File: src/rtl/io_delay_pkg.sv
// io_delay_pkg: shared widths and tap type for the IO delay line.
package io_delay_pkg;
   localparam int TAP_W = 5;
   localparam int NUM_TAPS = 32;
   typedef logic [TAP_W-1:0] tap_t;
endpackage

File: src/rtl/io_delay_line_if.sv
// io_delay_line_if: control/data bundle for both delay channels plus rdy.
interface io_delay_line_if;
   import io_delay_pkg::*;
   logic idly_ld, idly_ce, idly_inc;
   tap_t idly_cntvaluein, idly_cntvalueout;
   logic idatain, idataout;
   logic odly_ld, odly_ce, odly_inc;
   tap_t odly_cntvaluein, odly_cntvalueout;
   logic odatain, odataout;
   logic rdy;
   modport master (
      output idly_ld, idly_ce, idly_inc, idly_cntvaluein, idatain,
      output odly_ld, odly_ce, odly_inc, odly_cntvaluein, odatain,
      input  idly_cntvalueout, idataout, odly_cntvalueout, odataout, rdy
   );
   modport slave (
      input  idly_ld, idly_ce, idly_inc, idly_cntvaluein, idatain,
      input  odly_ld, odly_ce, odly_inc, odly_cntvaluein, odatain,
      output idly_cntvalueout, idataout, odly_cntvalueout, odataout, rdy
   );
endinterface

File: src/rtl/io_delay_chan.sv
// io_delay_chan: one delay channel -- tap register, 32-stage shift line, output mux.
module io_delay_chan
   import io_delay_pkg::*;
#(
   parameter int unsigned DELAY_VALUE = 0
) (
   input  logic clk,
   input  logic rst_n,
   input  logic en,
   input  logic ld,
   input  logic ce,
   input  logic inc,
   input  tap_t cntvaluein,
   output tap_t cntvalueout,
   input  logic datain,
   output logic dataout
);
   tap_t tap_q, tap_d;
   logic [NUM_TAPS-1:0] line_q, line_d;
   // Load beats step; the 5-bit add/sub wraps 31<->0 by itself.
   always_comb begin
      tap_d = tap_q;
      if (en) tap_d = ld ? cntvaluein : ce ? (inc ? tap_q + tap_t'(1) : tap_q - tap_t'(1)) : tap_q;
      line_d = {line_q[NUM_TAPS-2:0], datain};
   end
   always_ff @(posedge clk) begin
      if (!rst_n) begin
         tap_q  <= tap_t'(DELAY_VALUE);
         line_q <= '0;
      end else begin
         tap_q  <= tap_d;
         line_q <= line_d;
      end
   end
   assign cntvalueout = tap_q;
   assign dataout = line_q[tap_q];
endmodule

File: src/rtl/io_delay_line.sv
// io_delay_line: two independent programmable delay channels gated by a shared ready timer.
module io_delay_line
   import io_delay_pkg::*;
#(
   parameter int unsigned DELAY_VALUE = 0,
   parameter int unsigned RDY_CYCLES  = 16
) (
   input logic clk,
   input logic rst_n,
   io_delay_line_if.slave bus
);
   logic [7:0] cnt_q, cnt_d;
   logic rdy_q, rdy_d;
   always_comb begin
      cnt_d = rdy_q ? cnt_q : cnt_q + 8'd1;
      rdy_d = rdy_q | (cnt_d == 8'(RDY_CYCLES));
   end
   always_ff @(posedge clk) begin
      if (!rst_n) begin
         cnt_q <= '0;
         rdy_q <= 1'b0;
      end else begin
         cnt_q <= cnt_d;
         rdy_q <= rdy_d;
      end
   end
   assign bus.rdy = rdy_q;
   io_delay_chan #(.DELAY_VALUE(DELAY_VALUE)) u_idly (
      .clk(clk), .rst_n(rst_n), .en(rdy_q),
      .ld(bus.idly_ld), .ce(bus.idly_ce), .inc(bus.idly_inc),
      .cntvaluein(bus.idly_cntvaluein), .cntvalueout(bus.idly_cntvalueout),
      .datain(bus.idatain), .dataout(bus.idataout)
   );
   io_delay_chan #(.DELAY_VALUE(DELAY_VALUE)) u_odly (
      .clk(clk), .rst_n(rst_n), .en(rdy_q),
      .ld(bus.odly_ld), .ce(bus.odly_ce), .inc(bus.odly_inc),
      .cntvaluein(bus.odly_cntvaluein), .cntvalueout(bus.odly_cntvalueout),
      .datain(bus.odatain), .dataout(bus.odataout)
   );
endmodule

File: src/flat_wrapper.sv
// flat-port wrapper written by rule: the top's interface ports become plain ports
module io_delay_line_flat import io_delay_pkg::*;
#(
   parameter int unsigned DELAY_VALUE = 0,
   parameter int unsigned RDY_CYCLES  = 16
)
  (clk, rst_n, bus_idly_ld, bus_idly_ce, bus_idly_inc, bus_idly_cntvaluein, bus_idatain, bus_odly_ld, bus_odly_ce, bus_odly_inc, bus_odly_cntvaluein, bus_odatain, bus_idly_cntvalueout, bus_idataout, bus_odly_cntvalueout, bus_odataout, bus_rdy);
  io_delay_line_if bus_i ();
  input logic clk;
  input logic rst_n;
  input wire logic [$bits(bus_i.idly_ld)-1:0] bus_idly_ld;
  input wire logic [$bits(bus_i.idly_ce)-1:0] bus_idly_ce;
  input wire logic [$bits(bus_i.idly_inc)-1:0] bus_idly_inc;
  input wire logic [$bits(bus_i.idly_cntvaluein)-1:0] bus_idly_cntvaluein;
  input wire logic [$bits(bus_i.idatain)-1:0] bus_idatain;
  input wire logic [$bits(bus_i.odly_ld)-1:0] bus_odly_ld;
  input wire logic [$bits(bus_i.odly_ce)-1:0] bus_odly_ce;
  input wire logic [$bits(bus_i.odly_inc)-1:0] bus_odly_inc;
  input wire logic [$bits(bus_i.odly_cntvaluein)-1:0] bus_odly_cntvaluein;
  input wire logic [$bits(bus_i.odatain)-1:0] bus_odatain;
  output wire logic [$bits(bus_i.idly_cntvalueout)-1:0] bus_idly_cntvalueout;
  output wire logic [$bits(bus_i.idataout)-1:0] bus_idataout;
  output wire logic [$bits(bus_i.odly_cntvalueout)-1:0] bus_odly_cntvalueout;
  output wire logic [$bits(bus_i.odataout)-1:0] bus_odataout;
  output wire logic [$bits(bus_i.rdy)-1:0] bus_rdy;
  assign bus_i.idly_ld = bus_idly_ld;
  assign bus_i.idly_ce = bus_idly_ce;
  assign bus_i.idly_inc = bus_idly_inc;
  assign bus_i.idly_cntvaluein = bus_idly_cntvaluein;
  assign bus_i.idatain = bus_idatain;
  assign bus_i.odly_ld = bus_odly_ld;
  assign bus_i.odly_ce = bus_odly_ce;
  assign bus_i.odly_inc = bus_odly_inc;
  assign bus_i.odly_cntvaluein = bus_odly_cntvaluein;
  assign bus_i.odatain = bus_odatain;
  assign bus_idly_cntvalueout = bus_i.idly_cntvalueout;
  assign bus_idataout = bus_i.idataout;
  assign bus_odly_cntvalueout = bus_i.odly_cntvalueout;
  assign bus_odataout = bus_i.odataout;
  assign bus_rdy = bus_i.rdy;
  io_delay_line #(.DELAY_VALUE(DELAY_VALUE), .RDY_CYCLES(RDY_CYCLES)) u_core (.clk(clk), .rst_n(rst_n), .bus(bus_i));
endmodule
File: config.mk
export PLATFORM = sky130hd
export DESIGN_NAME = io_delay_line_flat
export DESIGN_NICKNAME = d
export VERILOG_FILES = /design/src/rtl/io_delay_pkg.sv /design/src/rtl/io_delay_line_if.sv /design/src/rtl/io_delay_chan.sv /design/src/rtl/io_delay_line.sv /design/src/flat_wrapper.sv
export SDC_FILE = /design/constraint.sdc
export NUM_CORES = 1
export LEC_CHECK = 0
export ABC_AREA = 1
export CAP_MARGIN = 10
export CORE_AREA = 2 2 84 86
export CTS_CLUSTER_SIZE = 10
export DETAILED_ROUTE_END_ITERATION = 8
export DIE_AREA = 0 0 86 88
export PLACE_DENSITY = 0.77
export SKIP_CTS_REPAIR_TIMING = 1
export SLEW_MARGIN = 20
export SYNTH_ARGS = -nofsm -noshare
export SYNTH_HDL_FRONTEND = slang
export SYNTH_SLANG_ARGS = --single-unit
File: constraint.sdc
create_clock -name clk -period 2.3 [get_ports clk]
set_input_delay 0.69 -clock clk [delete_from_list [all_inputs] [get_ports clk]]
set_output_delay 0.69 -clock clk [all_outputs]
set_load 0.02 [all_outputs]
Yosys cells after proc, flatten, opt, wreduce, memory -nomap -nowiden
Index checks and enable logic that the tools add are counted.
Widths: inputs -> output; s select.
{"block": "word_totals", "register_bits": 83, "output_inout_bits": 13, "wordCells": 30}
{"block": "classes", "reduce_logical": 4, "eq_ne": 1, "order_cmp": 2, "n_mux": 11, "add_sub_neg": 5, "bitwise_logic": 1}
{"op": "$mux 5", "count": 6}
{"op": "$lt 5x6->1 const B", "count": 2}
{"op": "$add 5x1->5 const B", "count": 2}
{"op": "$bmux 1 s5", "count": 2}
{"op": "$sub 5x1->5 const B", "count": 2}
{"op": "$add 8x1->8 const B", "count": 1}
{"op": "$eq 8x5->1 const B", "count": 1}
{"op": "$mux 8", "count": 1}
{"op": "$reduce_and 2->1", "count": 2}
{"op": "$reduce_bool 2->1", "count": 2}
{"op": "$mux 1", "count": 2}
{"op": "$or 1x1->1", "count": 1}

Longest topological paths before layout
Gate-level depths: netlist (run 1).
{"block": "depth", "word_depth": 4, "mapped_depth": 11}

By module
Synthesis (run 1) repeated with hierarchy kept, for this count alone.
{"block": "unflattened", "hier_cells": 533, "hier_area_um2": 3817.4}
{"module": "io_delay_chan", "area_each_um2": 1674.1, "instances": 2, "cells_per_inst": 234, "seq_area_each_um2": 740.7}
{"module": "io_delay_line", "area_each_um2": 469.2, "instances": 1, "cells_per_inst": 65, "seq_area_each_um2": 180.2}

Worst setup path before layout (run 1)
OpenSTA, ideal clock, no wires.
{"block": "synth_path", "kind": "reg2out", "start": "register u_core.u_idly.tap_q[1], in the netlist u_core.u_idly.cntvalueout[1]", "end": "output port bus_idataout", "t_required_ns": 1.610, "path_slack_ns": 0.183, "path_buffers": 1, "path_stages_with_launch": 10, "arrival_time_ns": 1.427, "cell_sequence": "dfxtp_1 > buf_2 > inv_2 > nand3_1 > nand3_1 > nand2_1 > nand2_1 > nand2_1 > inv_1 > o21ai_1"}
{"block": "synth_between", "elab_chain_cells": 2}
{"element": "from (decl)", "line": "io_delay_chan.sv:18", "source": "tap_t tap_q, tap_d;"}
{"element": "from (signal assigned)", "line": "io_delay_chan.sv:28", "source": "tap_q <= tap_t'(DELAY_VALUE);"}
{"element": "from (signal assigned)", "line": "io_delay_chan.sv:31", "source": "tap_q <= tap_d;"}
{"element": "$bmux 1 s5", "line": "io_delay_chan.sv:36", "source": "assign dataout = line_q[tap_q];"}
{"element": "$mux 1 (not written as such)", "line": "io_delay_chan.sv:36"}
{"element": "to (decl)", "line": "flat_wrapper.sv:22", "source": "output wire logic [$bits(bus_i.idataout)-1:0] bus_idataout;"}
Every way passes these cells. The select of a mux whose other input is x is not followed.

Worst setup path after layout (run 1)
{"block": "layout_path", "start": "register u_core.u_idly.tap_q[0], in the netlist u_core.u_idly.cntvalueout[0]", "end": "output port bus_idataout"}
Same word-level chain as after synthesis.

==> impl_metrics.toml, run 1 <==
[status]
status = "finished with violations"
violations = "negative setup slack"

[sta]
fmaxAchievable_ghz = 0.428
skew_ns = 0.0134
finalHoldWorstSlack_ns = 0.420
slew_violations = 0
rsz0062_at_grt = "yes"
setup_violations = 1
period_minus_slack_ns = 2.34
finalCritPeriodShare_pct = 102
setup_ws_ns = -0.0380
slew_headroom_pct = 60.5
hold_viol_final = 0
worst_pin_slew_ns = 0.589

[synthesis]
yosysTopAreaCell = "dfxtp_1"
yosysTopAreaCellShare_pct = 45.2
ys_top_cells_by_area = "dfxtp_1 45%, nand2_1 18%, inv_1 9.1%, nand3_1 8.0%, nor2_1 2.6%"
synth_area_sq_mm = 0.00367
ys_warn_count = 0
synthesis.nets = 547
synth_seq_cells = 83
ys_types = 27
syn_area_per_cell_sq_um = 7.09
yosysSeqAreaShare_pct = 45.2
netlist_instances = 518

[final_layout]
antennaDiodeCount = 0
final_util_pct = 66.5
final_cell_mix = "179 x nand2_1, 89 x inv_1, 79 x dfxtp_1"
final_area_sq_mm = 0.00442
finalNonFillerCells = 650
fin_nets = 594
multi_input_area_sq_mm = 0.00153
seq_area_sq_mm = 0.00167
drive_gt1_share_pct = 10.7
syn2layout_area_growth_pct = 20.3
fillCellCount = 587
final_common_cell = "nand2_1"

[floorplanning]
die_w_um = 86
start_util_pct = 55.3
die-area_sq_mm = 0.00757
rows = 30
die_y_um = 88
ioPinCount = 33
core_area_sq_mm = 0.00664

[setup_path]
start_kind = "flop"
cp.arrival_ns = 1.65
endpoint_kind = "primary output"
path_max_fanout = 10
critPathKind = "flop to primary output"
cp.required_ns = 1.61

[global_route]
grtUsageTotal_pct = 21.7
overflow = 0
antenna_found_initial = 0
grt_pass1_wl_um = 13000
grt_pass1_vias = 3065
grt_max_degree = 65

[placement]
place_area_sq_mm = 0.00411
io_buffers = 32
gp_congestion = 0.851
dp_hpwl_um = 5290
dp.cells = 632

[clock_network]
numCtsBuffers = 9
cts_tree = "built"
clk_latency_ns = 0.35
cts_root_buf = "clkbuf_8"
htree_num_levels = 3
clk_pin_slew_ns = 0.09
clock_path_buffers = 2
clock-sinks = 83

[detailed_routing]
drt_iter0_drc = 158
firstDrtPassIters = 4
wl_per_cell_um = 11.8
drc = 0
drtAntennaViolNets = 0
via_per_inst = 4.99
via_count = 3245
wl_um = 7690

[power_and_ir_drop]
p_leak_nw = 2.33
powerDensity_mw_per_mm2 = 629
peakVddDrop_mv = 0.446
totalPowerFinal_mw = 2.78

[min_path]
hold_path.class = "flop to flop"

[job]
maxCapViolations = 0
==> cells by family (layout without fill, tap and decap cells) <==
| family | after synthesis | in the layout | synth area share, % |
|---|---|---|---|
| AO/OA/AOI/OAI | 39 | 39 | 6.44 |
| XOR/XNOR | 5 | 5 | 1.19 |
| adder cells (fa/ha/maj) | 9 | 9 | 3.47 |
| buffers and inverters | 114 | 166 | 13.7 |
| flip-flops | 83 | 83 | 45.2 |
| AND/OR/NAND/NOR | 268 | 268 | 30.0 |
==> flip-flops by register name, summed over array words and instances (netlist names) <==
signal / count
u_core.cnt_q: 8
u_core.u_idly.line_q: 32
u_core.u_odly.cntvalueout: 5
u_core.u_odly.line_q: 32
u_core.u_idly.cntvalueout: 5
u_core.bus.rdy: 1
==> critical path: stages (launching register included) <==
cell,delay [ns]
dfxtp_4,0.40
buf_8,0.14
nand2_1,0.05
nand3_1,0.08
nand3_1,0.08
nand2_1,0.07
nand2_1,0.07
nand2_1,0.08
inv_1,0.04
o21ai_2,0.15
buf_6,0.14
==> cell usage after synthesis <==
| library cell | n |
|---|---|
| nand2_1 | 179 |
| inv_1 | 89 |
| dfxtp_1 | 83 |
| nand3_1 | 59 |
| nor2_1 | 25 |
| a21oi_1 | 15 |
| buf_2 | 9 |
| a211oi_1 | 8 |
| buf_6 | 7 |
| ha_1 | 7 |
| o21ai_0 | 7 |
| xor2_1 | 4 |
| clkbuf_1 | 3 |
| o21ai_1 | 3 |
| o21ai_2 | 3 |
| a221oi_1 | 2 |
| fa_1 | 2 |
| inv_2 | 2 |
| inv_4 | 2 |
| nand4_1 | 2 |
| clkinv_1 | 1 |
| inv_6 | 1 |
| nand2_2 | 1 |
| nand2_4 | 1 |
| nor2_4 | 1 |
| o21bai_1 | 1 |
| xnor2_1 | 1 |
==> metal layers <==
layer / track usage (%) / share of wire (%) / vias up / wire length (um)
met4: 9.67 / 2.2 / 0 / 171
met5: 0 / 0 / - / 0
li1: - / - / 1668 / -
met3: 5.00 / 3.9 / 19 / 299
met2: 37.4 / 49 / 66 / 3770
met1: 25.9 / 45 / 1492 / 3450
==> layout make-up <==
type | instances | area share (%)
Sequential cell | 83 | 37.8
Multi-Input combinational cell | 321 | 34.6
Timing Repair Buffer | 55 | 11.5
Inverter | 95 | 8.41
Clock buffer | 11 | 3.43
Tap cell | 80 | 2.27
Clock inverter | 5 | 1.93
==> metrics by stage <==
stage               setup slack [ns]  TNS [ns]
CTS                           -0.631     -1.21
finish                       -0.0380   -0.0380
detailed placement            -0.174    -0.384
global placement              -0.145    -0.258
global route                  -0.140    -0.234
floorplan                      0.183         0
==> path summary, 6_finish.rpt <==
check	end	from	depth (start not counted)	slack [ns]
worst max-delay path	bus_idataout	u_core.u_idly.cntvalueout[0]	10	-0.04
worst min-delay path	u_core.u_odly.line_q[11]	u_core.u_odly.line_q[10]	2	0.42
worst max register to register	u_core.u_idly.cntvalueout[4]	u_core.u_idly.cntvalueout[0]	9	0.58
worst min register to register	u_core.u_odly.line_q[11]	u_core.u_odly.line_q[10]	2	0.42
==> power breakdown <==
part	leakage, nW	internal (mW)	switching [mW]	total [mW]
registers	0.673	1.44	0.00898	1.45
logic	1.54	0.0592	0.0688	0.128
clock network	0.116	0.674	0.524	1.20
total	2.33	2.18	0.602	2.78
(Power assumes the default switching activity.)
==> run 2: changes to the inputs <==
--- a/config.mk
+++ b/config.mk
@@ -11,6 +11,7 @@
 export CTS_CLUSTER_SIZE = 10
 export DETAILED_ROUTE_END_ITERATION = 8
 export DIE_AREA = 0 0 86 88
+export GPL_ROUTABILITY_DRIVEN = 0
 export PLACE_DENSITY = 0.77
 export SKIP_CTS_REPAIR_TIMING = 1
 export SLEW_MARGIN = 20
==> results of run 2 <==
Same layout as run 1: the final DEF is identical, and so are final timing and power.
==> run 3: changes to the inputs <==
--- a/config.mk
+++ b/config.mk
@@ -8,7 +8,7 @@
 export ABC_AREA = 1
 export CAP_MARGIN = 10
 export CORE_AREA = 2 2 84 86
-export CTS_CLUSTER_SIZE = 10
+export CTS_CLUSTER_SIZE = 25
 export DETAILED_ROUTE_END_ITERATION = 8
 export DIE_AREA = 0 0 86 88
 export GPL_ROUTABILITY_DRIVEN = 0
==> results of run 3 <==
Same layout as run 1: the final DEF is identical, and so are final timing and power.
